--- config.mk ---
export PLATFORM = sky130hd
export DESIGN_NAME = spin_ctrl
export DESIGN_NICKNAME = d
export VERILOG_FILES = /design/src/rtl/spin_ctrl.sv
export SDC_FILE = /design/constraint.sdc
export NUM_CORES = 1
export LEC_CHECK = 0
export CAP_MARGIN = 30
export CORE_MARGIN = 1.5
export CORE_UTILIZATION = 60
export CTS_BUF_LIST = sky130_fd_sc_hd__clkbuf_4
export CTS_CLUSTER_DIAMETER = 200
export DETAILED_ROUTE_END_ITERATION = 8
export PLACE_DENSITY = 0.82
export SYNTH_ARGS = -nofsm -noshare
export SYNTH_HDL_FRONTEND = slang
export SYNTH_SLANG_ARGS = --single-unit
--- constraint.sdc ---
create_clock -name clk_i -period 2.5 [get_ports clk_i]
set_clock_uncertainty 0.05 [all_clocks]
set_input_delay 0.5 -clock clk_i [delete_from_list [all_inputs] [get_ports clk_i]]
set_output_delay 0.5 -clock clk_i [all_outputs]
set_load 0.005 [all_outputs]
--- src/rtl/spin_ctrl.sv ---
// Wheel-of-fortune spin controller: LFSR-seeded fast spin, linear deceleration, one-hot guess scoring.
// Define SPIN_SCORE_EN to build the saturating 4-bit win counter; otherwise score_o is tied to zero.
`timescale 1ns/1ps
module spin_ctrl #(
    parameter int unsigned PERIOD_INIT = 4,
    parameter int unsigned PERIOD_STEP = 2,
    parameter int unsigned PERIOD_MAX  = 32
) (
    input  logic       clk_i,
    input  logic       rst_n_i,
    input  logic       start_i,
    input  logic [5:0] guess_i,
    output logic [2:0] pos_o,
    output logic       running_o,
    output logic       done_o,
    output logic       win_o,
    output logic [3:0] score_o
);

    typedef enum logic [1:0] {
        S_IDLE   = 2'd0,
        S_SPIN   = 2'd1,
        S_DECEL  = 2'd2,
        S_RESULT = 2'd3
    } state_t;

    localparam logic [7:0] C_PERIOD_INIT = 8'(PERIOD_INIT);
    localparam logic [8:0] C_PERIOD_STEP = 9'(PERIOD_STEP);
    localparam logic [8:0] C_PERIOD_MAX  = 9'(PERIOD_MAX);
    localparam logic [7:0] C_SEED        = 8'hA5;

    state_t     r_state;
    state_t     w_state_next;
    logic [7:0] r_lfsr;
    logic [7:0] r_period;
    logic [7:0] r_tick;
    logic [4:0] r_fast;
    logic [5:0] r_guess;
    logic [2:0] r_pos;
    logic       r_done;
    logic       r_win;

    logic       w_lfsr_fb;
    logic       w_moving;
    logic       w_tick_wrap;
    logic [2:0] w_pos_adv;
    logic [8:0] w_period_sum;
    logic       w_stop;
    logic       w_guess_onehot;
    logic       w_win_next;
    logic       w_start_ok;

    assign w_lfsr_fb      = r_lfsr[7] ^ r_lfsr[5] ^ r_lfsr[4] ^ r_lfsr[3];
    assign w_moving       = (r_state == S_SPIN) || (r_state == S_DECEL);
    assign w_tick_wrap    = w_moving && (r_tick == (r_period - 8'd1));
    assign w_pos_adv      = (r_pos == 3'd5) ? 3'd0 : (r_pos + 3'd1);
    assign w_period_sum   = {1'b0, r_period} + C_PERIOD_STEP;
    assign w_stop         = (r_state == S_DECEL) && w_tick_wrap && (w_period_sum >= C_PERIOD_MAX);
    assign w_start_ok     = start_i && ((r_state == S_IDLE) || (r_state == S_RESULT));

    // x & (x-1) clears the lowest set bit, so it is zero exactly for powers of two.
    assign w_guess_onehot = (r_guess != 6'd0) && ((r_guess & (r_guess - 6'd1)) == 6'd0);
    // The stopping advance lands on w_pos_adv, which is the position the player sees.
    assign w_win_next     = w_guess_onehot && r_guess[w_pos_adv];

    always_ff @(posedge clk_i or negedge rst_n_i) begin
        if (!rst_n_i) begin
            r_state <= S_IDLE;
        end else begin
            r_state <= w_state_next;
        end
    end

    always_comb begin
        w_state_next = r_state;
        case (r_state)
            S_IDLE, S_RESULT: begin
                if (start_i) begin
                    w_state_next = S_SPIN;
                end
            end
            S_SPIN: begin
                if (w_tick_wrap && (r_fast == 5'd1)) begin
                    w_state_next = S_DECEL;
                end
            end
            S_DECEL: begin
                if (w_stop) begin
                    w_state_next = S_RESULT;
                end
            end
            default: w_state_next = S_IDLE;
        endcase
    end

    always_ff @(posedge clk_i or negedge rst_n_i) begin
        if (!rst_n_i) begin
            r_lfsr <= C_SEED;
        end else begin
            r_lfsr <= {r_lfsr[6:0], w_lfsr_fb};
        end
    end

    always_ff @(posedge clk_i or negedge rst_n_i) begin
        if (!rst_n_i) begin
            r_period <= C_PERIOD_INIT;
            r_tick   <= 8'd0;
            r_fast   <= 5'd0;
            r_guess  <= 6'd0;
            r_pos    <= 3'd0;
            r_done   <= 1'b0;
            r_win    <= 1'b0;
        end else begin
            r_done <= 1'b0;
            if (w_start_ok) begin
                r_period <= C_PERIOD_INIT;
                r_tick   <= 8'd0;
                r_fast   <= 5'd12 + {1'b0, r_lfsr[3:0]};
                r_guess  <= guess_i;
                r_win    <= 1'b0;
            end else if (w_moving) begin
                if (w_tick_wrap) begin
                    r_tick <= 8'd0;
                    r_pos  <= w_pos_adv;
                    if (r_state == S_SPIN) begin
                        r_fast <= r_fast - 5'd1;
                    end else if (w_stop) begin
                        r_period <= C_PERIOD_MAX[7:0];
                        r_done   <= 1'b1;
                        r_win    <= w_win_next;
                    end else begin
                        r_period <= w_period_sum[7:0];
                    end
                end else begin
                    r_tick <= r_tick + 8'd1;
                end
            end
        end
    end

`ifdef SPIN_SCORE_EN
    logic [3:0] r_score;

    always_ff @(posedge clk_i or negedge rst_n_i) begin
        if (!rst_n_i) begin
            r_score <= 4'd0;
        end else if (w_stop && w_win_next && (r_score != 4'd15)) begin
            r_score <= r_score + 4'd1;
        end
    end

    assign score_o = r_score;
`else
    assign score_o = 4'd0;
`endif

    assign pos_o     = r_pos;
    assign running_o = w_moving;
    assign done_o    = r_done;
    assign win_o     = r_win;

endmodule

==> metrics <==
status finished clean; H-tree depth 2; Lkg Pwr 1.261 nW; Worst Path Arrival 2.60 ns; routability cong. 0.8314; setup TNS 0 ns; clk_lat worst skew 0.37 ns; initial antenna violation count 0; Area growth syn-to-layout 16.06%; vias per cell 6.034; CTS tree built; Post-synth EDFFs 0; Critical-path top delay cell dfstp_2; worst path bufs/invs 2; CTS Sinks 41; largest net degree at the start of global routing 21; RSZ-0062 raised after global routing no; Synth cell types 54; met2 routed WL 2694 µm; IO buf count 14; crit path from r_period[2]; Tcrit/Tclk final 96.46%; 1st-iter DRT viols 168; max_slew headroom 59.92%; num rows 23; area leader, netlist dfrtp_1; Synth Instances 277; Crit Path Class reg2reg; first-pass GRT wire length 9377 µm; synthesized area 0.002494 mm²; Post-DRT Antenna Nets 0; Pwr per Cell Area 865.7 mW/mm²; First-pass DRT Iterations 4; Final min period 2.411 ns; Die X-Extent 67.47 µm; initial core utilization 62.34%; Worst Tran Pin Value 0.6012 ns; vias in the first global route 2008; Async SR Flop Fraction 100.0%; cells along the critical path inv_1 -> ha_1 -> xor2_1 -> or3_1 -> nand3_2 -> nand3_4 -> buf_4 -> a21boi_0 -> o2111ai_1; CP Max Fanout 10; Metal-1 WL 2520 µm; Slew Limit Fails 0; clock slew at reported path FFs 0.14 ns; fillers 309; FF-to-FF Start r_period[2]; Top Metal Used met4; Synth Warn # 0; register area share after synthesis 41.39%; FF+latch count, synth 41; CTS Root Buffer Type clkbuf_4; Hold Vio Cnt, Final 0; layout cell share with drive strength beyond 1 15.74%; Routed WL 5610 µm; main area contributors after synthesis dfrtp_1 36%, dfstp_2 5.3%, nand2_1 5.0%; Post-Syn Area per Cell 9.002 µm²; slowest stage delay, CP 0.56 ns; max-cap violations 0; via count 2142; crit start category flop; Avg WL per Cell 15.80 µm; ant diodes 0; Bufs on Longest Clock Path 2; total track usage 27.97%; NumNets Final 322; Core Area 0.004000 mm²; VDD IR max 0.5514 mV; R2R depth 9; Synth top area share 36.13%; Power Total 0.002505 W; detailed placement HPWL 4026 µm; CTS Buf Count 5; met3 WL post-DR 328 µm; Worst EP required 2.69 ns; main flop type after synthesis dfrtp_1; Cell Area, Placed 0.002740 mm²; die area 0.004552 mm²; Synth top cells by count 36 x dfrtp_1, 33 x nand2_1, 16 x o21ai_0; io pins 19; CP Depth 9; reg2reg end r_state[1]; pre-CTS setup slack -0.03686 ns; nature of the critical path endpoint flop; most common cell in the synthesized netlist dfrtp_1; path category of the worst min-delay check reg2reg; critical path's top delay family simple AND/OR/NAND/NOR gates; R2R Setup Slk 0.09 ns; final setup violating endpoints 0; Setup WS post-layout 0.08860 ns; drt drc 0; Worst setup endpoint r_state[1]; Max Freq 414.7 MHz; Die Y-Extent 67.47 µm; Remaining Overflow, GRT 0; post-route cell area 0.002894 mm²
==> registers in the layout (all words and copies together) (netlist names) <==
| signal | flops |
|---|---|
| done_o | 1 |
| pos_o | 3 |
| r_fast | 5 |
| r_guess | 6 |
| r_lfsr | 8 |
| r_period | 7 |
| r_state | 2 |
| r_tick | 8 |
| win_o | 1 |
==> kinds of logic after synthesis <==
| logic type | count (synthesis) | synth area share [%] |
|---|---|---|
| other cells | 1 | 0.1504 |
| mux | 4 | 1.706 |
| xor+xnor | 14 | 4.917 |
| simple gates | 102 | 20.57 |
| fa+ha+maj | 9 | 4.516 |
| compound gates | 72 | 20.12 |
| flops | 41 | 41.39 |
| buf+inv | 34 | 6.623 |
==> layout by cell type (no fill, tap or decap), types with 11 or more instances in the layout <==
cell type and instances:
nor2_1 15, buf_4 22, dfrtp_1 36, a21oi_1 15, inv_1 13, a31oi_1 11, o21ai_0 16, clkdlybuf4s50_1 13
nand2_1 33
==> through the flow <==
stage | cells | utilization [%] | hold slack, ns
floorplan | 280 | - | 0.1544
global placement | 344 | 68.50 | 0.2633
detailed placement | 344 | 68.50 | 0.2655
CTS | 353 | 71.72 | 0.3415
global route | 355 | 72.35 | 0.3434
finish | 355 | 72.35 | 0.3395
==> metal layers <==
metal | track usage [%] | up-vias
met5 | 0 | -
met4 | 9.184 | 0
met3 | 7.333 | 5
met2 | 44.36 | 72
met1 | 37.24 | 1031
li1 | - | 1034
==> timing repair <==
| action | CTS | global route |
|---|---|---|
| pin swaps | 1 | 1 |
| setup endpoints to repair | 3 | 12 |
| setup buffers | 0 | 2 |
| resized for setup | 2 | 3 |
| hold buffers | 1 | 0 |
| hold endpoints to repair | 3 | 0 |
| gates cloned | 0 | 0 |
==> power breakdown <==
group / switching, W / total, W / internal, W / leakage (nW)
registers: 0.000172 / 0.000954 / 0.000782 / 0.518
clock network: 0.000245 / 0.000560 / 0.000315 / 0.0558
logic: 0.000565 / 0.000992 / 0.000427 / 0.687
total: 0.000982 / 0.00251 / 0.00152 / 1.26
==> area by class of cell <==
type | count | area [µm²] | share of cell area (%)
Clock buffer | 5 | 37.54 | 1.297
Inverter | 14 | 52.55 | 1.816
Timing Repair Buffer | 37 | 310.3 | 10.72
Clock inverter | 3 | 68.82 | 2.378
Sequential cell | 41 | 1032 | 35.67
Multi-Input combinational cell | 205 | 1330 | 45.96
Tap cell | 50 | 62.56 | 2.162
==> how the worst min path moves through the flow <==
stage,endpoint,start,cells past startpoint,slack [ns]
after floorplan,done_o,rst_n_i,0,0.15
after global placement,r_guess[3],rst_n_i,1,0.26
after detailed placement,r_guess[3],rst_n_i,1,0.27
after CTS,r_lfsr[2],r_lfsr[1],0,0.34
after global routing,r_lfsr[2],r_lfsr[1],0,0.34
final,r_lfsr[2],r_lfsr[1],0,0.34
Power figures use the tool's default switching activity.
